[config.mk]
export PLATFORM = sky130hd
export DESIGN_NAME = and_operand_feeder
export DESIGN_NICKNAME = d
export VERILOG_FILES = /design/src/rtl/and_operand_feeder.sv
export SDC_FILE = /design/constraint.sdc
export NUM_CORES = 1
export LEC_CHECK = 0
export ABC_AREA = 1
export BUFFER_PORTS_ARGS = -buffer_cell sky130_fd_sc_hd__buf_2
export CORE_MARGIN = 2
export CORE_UTILIZATION = 60
export CTS_BUF_LIST = sky130_fd_sc_hd__clkbuf_8
export DETAILED_ROUTE_END_ITERATION = 8
export PLACE_DENSITY_LB_ADDON = 0.1
export SYNTH_ARGS = -nofsm -noshare
export SYNTH_HDL_FRONTEND = slang
export SYNTH_SLANG_ARGS = --single-unit
[constraint.sdc]
create_clock -name clk -period 2.3 [get_ports clk]
set_input_delay 0.23 -clock clk [delete_from_list [all_inputs] [get_ports clk]]
set_output_delay 0.23 -clock clk [all_outputs]
set_load 0.005 [all_outputs]
[src/rtl/and_operand_feeder.sv]
// Operand-pair FIFO feeding an external combinational AND stage. Each pair is
// issued with a one-cycle enable, and its result is returned on a valid/ready stream.
module and_operand_feeder #(
  parameter int WIDTH = 8,
  parameter int DEPTH = 4
) (
  input  logic                     clk,
  input  logic                     rst_n,
  input  logic                     s_valid,
  output logic                     s_ready,
  input  logic [WIDTH-1:0]         s_in1,
  input  logic [WIDTH-1:0]         s_in2,
  output logic [WIDTH-1:0]         and_in1,
  output logic [WIDTH-1:0]         and_in2,
  output logic                     and_enable,
  input  logic [WIDTH-1:0]         and_out,
  output logic                     m_valid,
  input  logic                     m_ready,
  output logic [WIDTH-1:0]         m_data,
  output logic [$clog2(DEPTH):0]   count
);

  localparam int PTR_W = $clog2(DEPTH);
  localparam int CNT_W = PTR_W + 1;

  typedef enum logic [1:0] {
    ST_IDLE  = 2'd0,
    ST_DRIVE = 2'd1,
    ST_WAIT  = 2'd2
  } state_t;

  state_t                 state_r;
  state_t                 state_nxt_s;
  logic [2*WIDTH-1:0]     mem_r [DEPTH];
  logic [PTR_W-1:0]       wr_ptr_r;
  logic [PTR_W-1:0]       rd_ptr_r;
  logic [CNT_W-1:0]       count_r;
  logic                   push_s;
  logic                   pop_s;
  logic                   hs_s;
  logic [WIDTH-1:0]       and_in1_r;
  logic [WIDTH-1:0]       and_in2_r;
  logic                   and_enable_r;
  logic                   m_valid_r;
  logic [WIDTH-1:0]       m_data_r;

  // Full is judged on the current occupancy, so a same-cycle pop never frees a slot.
  assign s_ready    = (count_r < CNT_W'(DEPTH));
  assign push_s     = s_valid & s_ready;
  assign hs_s       = m_valid_r & m_ready;
  assign and_in1    = and_in1_r;
  assign and_in2    = and_in2_r;
  assign and_enable = and_enable_r;
  assign m_valid    = m_valid_r;
  assign m_data     = m_data_r;
  assign count      = count_r;

  // Sequencer state register.
  always_ff @(posedge clk or negedge rst_n) begin
    if (!rst_n) begin
      state_r <= ST_IDLE;
    end else begin
      state_r <= state_nxt_s;
    end
  end

  // Sequencer next-state and pop decision.
  always_comb begin
    state_nxt_s = state_r;
    pop_s       = 1'b0;
    case (state_r)
      ST_IDLE: begin
        if (count_r != CNT_W'(0)) begin
          pop_s       = 1'b1;
          state_nxt_s = ST_DRIVE;
        end else begin
          state_nxt_s = ST_IDLE;
        end
      end
      ST_DRIVE: begin
        state_nxt_s = ST_WAIT;
      end
      ST_WAIT: begin
        if (hs_s) begin
          if (count_r != CNT_W'(0)) begin
            pop_s       = 1'b1;
            state_nxt_s = ST_DRIVE;
          end else begin
            state_nxt_s = ST_IDLE;
          end
        end else begin
          state_nxt_s = ST_WAIT;
        end
      end
      default: begin
        state_nxt_s = ST_IDLE;
      end
    endcase
  end

  // FIFO storage, pointers and occupancy.
  always_ff @(posedge clk or negedge rst_n) begin
    if (!rst_n) begin
      for (int i = 0; i < DEPTH; i++) begin
        mem_r[i] <= '0;
      end
      wr_ptr_r <= '0;
      rd_ptr_r <= '0;
      count_r  <= '0;
    end else begin
      if (push_s) begin
        mem_r[wr_ptr_r] <= {s_in1, s_in2};
        wr_ptr_r        <= wr_ptr_r + PTR_W'(1);
      end
      if (pop_s) begin
        rd_ptr_r <= rd_ptr_r + PTR_W'(1);
      end
      if (push_s && !pop_s) begin
        count_r <= count_r + CNT_W'(1);
      end else if (pop_s && !push_s) begin
        count_r <= count_r - CNT_W'(1);
      end
    end
  end

  // Operand drive, enable pulse and result capture.
  always_ff @(posedge clk or negedge rst_n) begin
    if (!rst_n) begin
      and_in1_r    <= '0;
      and_in2_r    <= '0;
      and_enable_r <= 1'b0;
      m_valid_r    <= 1'b0;
      m_data_r     <= '0;
    end else begin
      and_enable_r <= pop_s;
      if (pop_s) begin
        {and_in1_r, and_in2_r} <= mem_r[rd_ptr_r];
      end
      // The AND stage is combinational, so its output is settled by the end of DRIVE.
      if (state_r == ST_DRIVE) begin
        m_data_r  <= and_out;
        m_valid_r <= 1'b1;
      end else if (hs_s) begin
        m_valid_r <= 1'b0;
      end
    end
  end

endmodule
Yosys cells after proc, flatten, opt, wreduce, memory -nomap -nowiden
Cells that the tools add are included.
Widths: inputs -> output; s select.
{ "word_totals": {"word_cells": 52, "regBits": 99} }
{ "classes": {"n_reduce_logical": 9, "eq_ne": 2, "bitwise_logic": 4, "muxes": 16, "magnitude_cmp": 4, "addsub": 4} }
{ "ops": {"columns": ["cell", "count"], "rows": [
  ["$bwmux 64", 1],
  ["$mux 16", 3],
  ["$bmux 16 s2", 1],
  ["$demux 16 s2", 1],
  ["$ge 3x3->1 const B", 2],
  ["$mux 3", 2],
  ["$not 2->3", 2],
  ["$pmux 2 s3", 1],
  ["$mux 1", 5],
  ["$add 2x1->2 const B", 2],
  ["$reduce_bool 2->1", 2],
  ["$add 3x1->3 const B", 1],
  ["$logic_and 1x1->1", 3],
  ["$lt 3x1->1 const B", 1],
  ["$lt 3x3->1 const B", 1],
  ["$reduce_bool 3->1", 1],
  ["$sub 3x1->3 const B", 1],
  ["$and 1x1->1", 2],
  ["$eq 2x1->1 const B", 1],
  ["$eq 2x2->1 const B", 1],
  ["$logic_not 1->1", 2],
  ["$logic_not 2->1", 1],
  ["$mux 2", 1],
  ["$pmux 1 s2", 1]
]} }

Longest topological paths before layout
Gate-level depths: netlist of the first run.
{ "depth": {"ltp_word": 7, "mapped_depth": 11, "ltp_nobuf": 10} }

Worst setup path after synthesis of the first run
No wires, ideal clock.
{ "synth_path": {"kind": "register to register", "from": "reg count_r[0], in the netlist count[0]", "to": "reg count_r[2], in the netlist count[2]", "setup_ns": 0.124, "stages_incl_launch_ff": 11, "arrival_ns": 1.733, "period_less_slack_ns": 1.857, "required_time_ns": 2.176, "path_slack_ns": 0.443, "cell_sequence": "dfrtp_1 nor2_1 nand2_2 nand3_4 buf_4 ha_1 inv_1 fa_1 nand2_1 nand3_1 xor2_1"} }
{ "synth_via": {"elab_chain_len": 7} }
{ "synth_lines": {"columns": ["element", "line_no", "text"], "rows": [
  ["start, declared", "37", "logic [CNT_W-1:0] count_r;"],
  ["start signal, assigned", "119", "count_r <= count_r + CNT_W'(1);"],
  ["start signal, assigned", "121", "count_r <= count_r - CNT_W'(1);"],
  ["$reduce_bool 3->1", "73, 85", null],
  ["$mux 1", "73, 85", null],
  ["$mux 1", "84", "if (hs_s) begin"],
  ["$pmux 1 s2", "71", "case (state_r)"],
  ["$logic_not 1->1", "118", "if (push_s && !pop_s) begin"],
  ["$logic_and 1x1->1", "118", null],
  ["$mux 3 / $reduce_bool 2->1 (equally long branches)", null, null]
]} }
Several ways; a longest one is shown, not always the timed one. The select of a mux whose other input is x is not followed.
A chain may end at the register's enable or synchronous reset.

Final worst setup path of the first run
{ "layout_path": {"from": "reg state_r[0]", "to": "reg count_r[2], in the netlist count[2]"} }
{ "layout_via": {"elab_chain_len": 5} }
{ "layout_lines": {"columns": ["element", "line_no", "text"], "rows": [
  ["start, declared", "32", "state_t state_r;"],
  ["start signal, assigned", "63", "state_r <= state_nxt_s;"],
  ["$eq 2x2->1 / $logic_not 2->1 (equally long branches)", "71", null],
  ["$pmux 1 s2 (*)", "71", null],
  ["$logic_not 1->1", "118", null],
  ["$logic_and 1x1->1", "118", null],
  ["$mux 3 / $reduce_bool 2->1 (equally long branches)", null, null]
]} }
Mark *: on every way between the ends. The rest lies on a longest branch, timed or not.

==> results of run 1 <==
what timing repair did:
action,CTS,global route
resized for setup,0,0
endpoints found under the hold margin,15,0
hold buffers,1,0
synthesized netlist by cell type (all sizes together):
master and instances:
nor2 1, xnor2 2, nand4 1, ha 5, nand2 226, xor2 2
fa 1, o21ai 68, buf 26, inv 93, clkinv 1, nand3 42
dfrtp 99
kinds of logic (layout without fill, tap and decap cells):
family                   after synthesis  in the layout
AND/OR/NAND/NOR                      270            270
AO/OA/AOI/OAI                         68             68
adder cells (fa/ha/maj)                6              6
XOR/XNOR                               4              4
buffers and inverters                120            174
flip-flops                            99             99
power by group:
part	switching [mW]	total, mW	internal (mW)
clock	0.587	1.34	0.754
sequential	0.476	3.02	2.55
combinational	1.95	3.14	1.19
total	3.01	7.50	4.49
placed cells by master, fill, tap and decap left out, drive strengths merged, types with 2 or more instances in the layout:
cell    count
buf        63
bufinv      3
inv        94
nand3      42
o21ai      68
nand2     226
xor2        2
ha          5
xnor2       2
clkinv      2
dfrtp      99
clkbuf     10
flip-flops by register name (all words and copies together), names as in the netlist:
register    flops
and_in2         8
and_in1         8
m_valid         1
mem_r          64
rd_ptr_r        2
state_r         2
wr_ptr_r        2
m_data          8
and_enable      1
count           3
how the worst min path moves through the flow:
stage / to / slack, ps / cells after the start
floorplan: and_enable / -70 / 0
global placement: wr_ptr_r[0] / 110 / 1
detailed placement: wr_ptr_r[0] / 120 / 1
CTS: m_valid / 70 / 2
global route: m_valid / 110 / 2
finish: m_valid / 90 / 2
worst register-to-register path: cells and delay by family (launching register included):
kind / cells / cell delay [ps]
adder cells (fa/ha/maj): 2 / 530
flip-flops: 1 / 550
buffers and inverters: 3 / 290
AND/OR/NAND/NOR: 3 / 230
XOR/XNOR: 1 / 150
routing by layer:
layer | up-vias | GRT usage | wire length (um)
li1 | 1823 | - | -
met3 | 12 | 0.03173 | 423
met4 | 0 | 0.09436 | 155
met2 | 85 | 0.3869 | 4209
met1 | 1636 | 0.3238 | 4371
met5 | - | 0 | 0
area by class of cell:
class                      instances  area (sq um)
inverter                          94         367.9
multi-input combinational        348          1622
sequential                        99          2477
fill                             700          2489
tap                              102         127.6
clock inverter                     6         111.4
clock buffer                      10         137.6
timing repair buffer              64         355.3
through the flow:
stage	cells	util	total power, mW	setup slack, ps	hold WS [ps]
after floorplan	567	-	5.489	443.0	-65.59
after global placement	706	0.6426	6.062	551.2	112.5
after detailed placement	706	0.6426	6.190	510.3	116.0
after CTS	723	0.6763	7.561	470.7	72.46
after global routing	723	0.6763	8.223	348.1	105.8
final	723	0.6763	7.499	465.5	87.13
==> flow_summary_export.csv, run 1 <==
group,metric,value,unit
cts,cts_tree,"built",
worst_setup_path,required,2580,ps
synthesis,synth_area,0.004717,sq mm
cts,cts.sinks,99,
sta,finClkSkew,7.423,ps
route,drtIter0Drc,247,
worst_setup_path,rr_worst_depth,9,
worst_setup_path,endpoint_kind,"register",
route,drt_first_pass_iters,4,
floorplanning,io_pins,58,
cts,cts_made_buffers,9,
cts,cts_root_buf,"clkbuf_8",
synthesis,synth_seq_area_share,0.5252,
worst_setup_path,setup.worst_path.end,"count[2]",
synthesis,synth_top_family_by_area,"simple AND/OR/NAND/NOR gates",
sta,setup_viol,0,
route,vias,3556,
synthesis,synth-seq-cells,99,
worst_setup_path,arrival,2110,ps
sta,fin_tns_setup,0,ps
worst_setup_path,crit_type,"reg2reg",
finish,synthToLayoutAreaGrowth,10.21,%
finish,drive_gt1_frac,0.1659,
pwr,power.leakage,2.951,nW
finish,antenna_cells,0,
placed_design,dpl.hpwl,6009,um
synthesis,syn-num-nets,601,
route,post_drt_wl_per_cell,12.67,um
synthesis,synthTopCellsByArea,"dfrtp_1, nand2_1, inv_1",
route,drt-total-wl,9159,um
sta,slew_viol_final,0,
status,status,"complete, no violations",
worst_setup_path,crit_buf_inv,3,
worst_setup_path,rrSetupSlack,470,ps
floorplanning,row_count,32,
grt,grt_pass1_wl,15930,um
pwr,vdd_drop_max,0.5424,mV
synthesis,synth_top_area_frac,0.5252,
placed_design,port_buffers,57,
floorplanning,core,0.007687,sq mm
floorplanning,die_h,92.67,um
route,via_per_inst,4.918,
worst_setup_path,startpoint,"state_r[0]",
grt,grt-ovfl-total,0,
finish,fin_nets,650,
synthesis,synth_largest_area_cell,"dfrtp_1",
sta,slew_headroom,0.6730,
synthesis,synth-adder-area-share,0.01751,
sta,min_period,1835,ps
worst_setup_path,critPathTopFamily,"flip-flops",
worst_setup_path,cp.depth,9,
pwr,p_per_area,1442,mW/mm^2
worst_setup_path,timing.rr.end,"count[2]",
worst_setup_path,rr_startpoint,"state_r[0]",
placed_design,dpl_cell_area,0.004940,sq mm
synthesis,yosysUniqueCellTypes,23,
floorplanning,dieArea,0.008587,sq mm
synthesis,yosys_warnings,0,
synthesis,synthCells,567,
floorplanning,initial_core_util,0.6136,
cts,clock_latency,350,ps
cts,cts.clk_slew.worst_paths,90,ps
hold_path,holdCritPathClass,"in2reg",
placed_design,gp_congestion,0.7480,
synthesis,synth-compound-area-share,0.08011,
synthesis,synth-simple-area-share,0.2387,
route,antenna_left,0,
worst_setup_path,critPathSlowestCell,"dfrtp_1",
hold_path,min_from,"m_ready",
grt,grt_pass1_vias,3471,
cts,h-tree-depth,3,
worst_setup_path,cp_max_fo,11,
sta,fin_crit_sh,0.7976,
cts,clockBufferDepth,2,
synthesis,synth_mux_area_frac,0,
sta,finalHoldViolCount,0,
grt,grt_max_degree,54,
worst_setup_path,worst_setup_path_start_kind,"register",
route,drc,0,
grt,antenna_found_initial,0,
sta,rsz0062_at_grt,"false",
synthesis,avgSynthCellArea,8.319,sq um
finish,fin_area,0.005199,sq mm
worst_setup_path,crit_path_frequent_cell,"inv_1",
floorplanning,die_width,92.67,um
run,drv_cap,0,
sta,fmax,0.5451,GHz
worst_setup_path,slowest_delay,550,ps
worst_setup_path,cp_cell_sequence,"inv_1, nand3_4, ha_1, inv_1, fa_1, inv_1, nand2_1, nand3_1, xor2_1",
grt,track_usage,0.2366,
synthesis,synthXorXnorAreaFrac,0.007427,
sta,max_slew.worst_pin.slew,490.5,ps
cts,cts_setup_buffers,0,
(Power assumes the default switching activity.)
==> inputs of run 2 (changes only) <==
- CORE_UTILIZATION: 60 -> 54
- clock period: 2.3 -> 1.5 ns (I/O delays scaled with it)
==> run 2 against run 1 <==
  * The flow now finishes with violations (setup timing)
  * Final cell count grew 2.5%
  * Sequential cell count is the same
  * Wire length grew 4.9%
  * Largest power group unchanged
  * Highest routed layer unchanged
==> flow_summary_export.csv, run 2 (synthesis results as in run 1) <==
group,metric,value,unit
worst_setup_path,rrSetupSlack,-70,ps
grt,antenna_found_initial,0,
placed_design,port_buffers,57,
route,drt_first_pass_iters,5,
cts,cts_root_buf,"clkbuf_8",
run,drv_cap,0,
route,vias,3537,
sta,fin_tns_setup,-87.93,ps
cts,h-tree-depth,3,
route,drt-total-wl,9611,um
floorplanning,die_h,97.46,um
grt,grt_pass1_vias,3418,
route,antenna_left,0,
route,drc,0,
worst_setup_path,endpoint_kind,"register",
sta,setup_slack,-70.47,ps
cts,clock_latency,360,ps
route,drtIter0Drc,168,
status,status,"finished with violations",
finish,fin_nets,662,
sta,fin_crit_sh,1.047,
worst_setup_path,cp_cell_sequence,"inv_2, nand2_2, nand3_4, ha_4, inv_2, fa_2, nand2_2, nand3_2, xor2_1",
cts,clockBufferDepth,2,
placed_design,gp_congestion,0.7499,
pwr,power.leakage,2.943,nW
floorplanning,io_pins,58,
worst_setup_path,worst_setup_path_start_kind,"register",
cts,cts_tree,"built",
worst_setup_path,arrival,1830,ps
worst_setup_path,cp_max_fo,3,
pwr,vdd_drop_max,0.7996,mV
grt,grt_max_degree,44,
finish,drive_gt1_frac,0.1943,
sta,rsz0062_at_grt,"true",
grt,track_usage,0.2192,
worst_setup_path,critPathSlowestCell,"dfrtp_1",
sta,max_slew.worst_pin.slew,409.3,ps
worst_setup_path,crit_buf_inv,2,
floorplanning,dieArea,0.009498,sq mm
worst_setup_path,crit_type,"reg2reg",
sta,setup_viol,2,
floorplanning,row_count,34,
finish,antenna_cells,0,
placed_design,pre_cts_ws,-83.91,ps
finish,largest-register,"mem_r",
sta,holdWs,24.75,ps
status,violations,"setup timing",
cts,cts.sinks,99,
floorplanning,die_width,97.46,um
sta,fmax,0.6368,GHz
finish,stdcell_count,741,
floorplanning,core,0.008593,sq mm
sta,min_period,1570,ps
floorplanning,initial_core_util,0.5489,
finish,final_common_cell,"nand2_1",
placed_design,dpl.hpwl,6197,um
sta,slew_viol_final,0,
route,post_drt_wl_per_cell,12.97,um
cts,cts_made_buffers,9,
placed_design,place_inst,720,
cts,cts.clk_slew.worst_paths,90,ps
finish,mostFrequentLayoutCells,"nand2_1, dfrtp_1, inv_1",
pwr,finalPower,11.58,mW
finish,n_fill_cell,790,
sta,finClkSkew,7.528,ps
worst_setup_path,required,1760,ps
grt,grt-ovfl-total,0,
worst_setup_path,slowest_delay,400,ps
grt,grt_pass1_wl,16640,um
sta,finalHoldViolCount,0,
sta,slew_headroom,0.7271,
finish,largest_reg_flops,64,
route,via_per_inst,4.773,
worst_setup_path,critPathTopFamily,"adder cells",
finish,synthToLayoutAreaGrowth,12.63,%
hold_path,holdCritPathClass,"in2reg",
pwr,p_per_area,2180,mW/mm^2
[run 2: cell count changes in the layout (fill, tap and decap cells not counted), sizes merged]
cell | previous run | this run
inv | 94 | 93
clkinvlp | 1 | 4
bufinv | 3 | 1
buf | 63 | 75
[run 2: report_power, final]
part	internal (mW)	switching (mW)
Clock	0.813	0.918
Sequential	3.90	0.625
Combinational	2.06	3.26
[run 2: per-layer routing]
layer / vias up / GRT usage / share of wire
li1: 1841 / - / -
met1: 1597 / 0.3180 / 0.48
met2: 90 / 0.3347 / 0.45
met3: 9 / 0.03597 / 0.055
met4: 0 / 0.08013 / 0.015
met5: - / 0 / 0
[run 2: timing repair]
action,in CTS,in global routing
setup buffers,2,4
pin swaps,4,2
hold endpoints to repair,28,0
resized for setup,0,9
setup endpoints to repair,2,26
hold buffers,1,0
[run 2: worst reg2reg max path, delay by kind of cell, from the launching register on]
family,cells,cell delay (ps)
XOR/XNOR,1,140
AND/OR/NAND/NOR,4,300
buffers and inverters,2,150
adder cells (fa/ha/maj),2,490
flip-flops,1,400
[run 2: stage by stage]
step | utilization | cell area, sq um
floorplan | - | 4736
global placement | 0.5845 | 5022
detailed placement | 0.5845 | 5022
CTS | 0.6109 | 5250
global route | 0.6182 | 5313
finish | 0.6182 | 5313
[run 2: area by class of cell]
type,count,area (sq um),share of cell area
sequential,99,2477,0.4663
multi-input combinational,348,1684,0.3170
timing repair buffer,76,445.4,0.08384
inverter,94,367.9,0.06924
clock buffer,10,137.6,0.02591
tap,108,135.1,0.02544
clock inverter,6,65.06,0.01225
[run 2: final timing paths]
kind	endpoint	depth (start not counted)	startpoint
min in group asynchronous	m_data[0]	2	rst_n
max in group asynchronous	mem_r[4]	3	rst_n
max reg2reg	count[2]	9	count[2]
min reg2reg	m_data[5]	2	m_data[5]
max	count[2]	9	count[2]
min	m_valid	2	m_ready
==> inputs of run 3 (changes only) <==
- PLACE_DENSITY: unset -> 0.78
- PLACE_DENSITY_LB_ADDON: 0.1 -> unset
==> run 3 against run 2 <==
  * The flow still finishes with violations (setup timing)
  * Non-clock buffer count shrank 1
  * Clock skew is 8.5 ps higher
  * Total power fell by 0.98%
  * Largest cell class unchanged
  * Largest power group unchanged
  * Highest routed layer unchanged
==> flow_summary_export.csv, run 3 (synthesis results as in run 1) <==
group,metric,value,unit
status,status,"finished with violations",
status,violations,"setup timing",
cts,cts_made_buffers,9,
finish,fin_nets,661,
run,drv_cap,0,
cts,h-tree-depth,3,
cts,cts.sinks,99,
placed_design,place_inst,721,
finish,synthToLayoutAreaGrowth,12.10,%
pwr,power.leakage,2.936,nW
floorplanning,io_pins,58,
sta,fin_crit_sh,1.077,
floorplanning,initial_core_util,0.5489,
route,post_drt_wl_per_cell,12.87,um
cts,clockBufferDepth,2,
finish,n_fill_cell,734,
pwr,p_per_area,2169,mW/mm^2
finish,antenna_cells,0,
sta,finalHoldViolCount,0,
worst_setup_path,crit_type,"reg2reg",
cts,cts.clk_slew.worst_paths,90,ps
worst_setup_path,required,1760,ps
route,via_per_inst,4.900,
route,antenna_left,0,
grt,antenna_found_initial,0,
worst_setup_path,rr_worst_depth,9,
worst_setup_path,cp_max_fo,3,
floorplanning,row_count,34,
grt,track_usage,0.2141,
hold_path,holdPathStages,3,
sta,slew_viol_final,0,
cts,clock_latency,380,ps
sta,min_period,1615,ps
grt,grt_max_degree,42,
finish,seqCellArea,0.002477,sq mm
sta,setup_slack,-114.9,ps
sta,finClkSkew,16.01,ps
finish,final_util,0.6153,
cts,cts_root_buf,"clkbuf_8",
worst_setup_path,arrival,1870,ps
finish,final_common_cell,"nand2_1",
floorplanning,core,0.008593,sq mm
placed_design,dpl_cell_area,0.005030,sq mm
grt,grt-ovfl-total,0,
finish,drive_gt1_frac,0.1883,
grt,grt_pass1_wl,16480,um
floorplanning,die_h,97.46,um
finish,mostFrequentLayoutCells,"nand2_1, dfrtp_1, inv_1",
worst_setup_path,critPathSlowestCell,"dfrtp_1",
route,drt-total-wl,9525,um
sta,fmax,0.6192,GHz
sta,rsz0062_at_grt,"true",
finish,fin_area,0.005288,sq mm
finish,stdcell_count,740,
placed_design,gp_congestion,0.7716,
worst_setup_path,critPathTopFamily,"adder cells",
finish,multi_input_area,0.001682,sq mm
floorplanning,die_width,97.46,um
worst_setup_path,cp_cell_sequence,"inv_2, nand2_2, nand3_4, ha_4, inv_2, fa_2, nand2_2, nand3_2, xor2_1",
hold_path,holdCritPathClass,"in2reg",
sta,setup_viol,2,
route,drt_first_pass_iters,5,
grt,grt_pass1_vias,3534,
sta,slew_headroom,0.7151,
finish,largest-register,"mem_r",
worst_setup_path,cp.depth,9,
sta,max_slew.worst_pin.slew,427.3,ps
worst_setup_path,endpoint_kind,"register",
route,drc,0,
placed_design,dpl.hpwl,6165,um
route,drtIter0Drc,234,
placed_design,port_buffers,57,
worst_setup_path,crit_buf_inv,2,
worst_setup_path,worst_setup_path_start_kind,"register",
finish,largest_reg_flops,64,
cts,cts_tree,"built",
floorplanning,dieArea,0.009498,sq mm
worst_setup_path,slowest_delay,410,ps
pwr,vdd_drop_max,0.7618,mV
route,vias,3626,
## run 3: repair_timing
item / CTS / global route
hold buffers: 2 / 0
pin swaps: 1 / 5
endpoints found under the setup margin: 2 / 31
buffers inserted: 1 / 2
endpoints found under the hold margin: 30 / 0
gates resized for setup: 0 / 7
## run 3: metal layers
| layer | track usage | vias up | part of all wire |
|---|---|---|---|
| li1 | - | 1840 | - |
| met1 | 0.2887 | 1675 | 0.47 |
| met2 | 0.3438 | 97 | 0.46 |
| met3 | 0.04820 | 14 | 0.056 |
| met4 | 0.07585 | 0 | 0.016 |
| met5 | 0 | - | 0 |
## run 3: final timing paths
kind / start / end / slack, ps
worst max-delay path: count[2] / count[2] / -110
worst min-delay path: and_out[5] / m_data[5] / 10
worst max register to register: count[2] / count[2] / -110
worst min register to register: m_data[4] / m_data[4] / 470
max in group asynchronous: rst_n / mem_r[48] / 600
min in group asynchronous: rst_n / m_data[3] / 250
## run 3: worst reg2reg max path: cells and delay by family (launching register included)
kind          cells  cell delay (ps)
flops             1              410
simple gates      4              300
fa+ha+maj         2              470
buf+inv           2              150
xor+xnor          1              160
## run 3: per-stage QoR
stage          power, mW  hold WS, ps  setup TNS, ps  setup slack [ps]
4_1_cts            11.37        3.280         -128.1            -114.9
3_3_place_gp       9.454        108.7         -55.19            -55.19
2_1_floorplan      8.476       -145.6         -385.0            -231.4
3_5_place_dp       9.715        115.6         -100.3            -100.3
6_report           11.47        10.63         -142.5            -114.9
5_1_grt            12.53        11.34         -286.9            -178.1
## run 3: cell type report
type | count | share of cell area
sequential | 99 | 0.4685
clock buffer | 9 | 0.02343
tap | 108 | 0.02556
timing repair buffer | 75 | 0.08329
multi-input combinational | 348 | 0.3180
clock inverter | 7 | 0.01159
inverter | 94 | 0.06957
## run 3: where the power goes
group          switching [mW]  internal, mW
Combinational            3.25          2.04
Sequential              0.660          3.90
Clock                   0.986         0.628
Total                    4.89          6.58
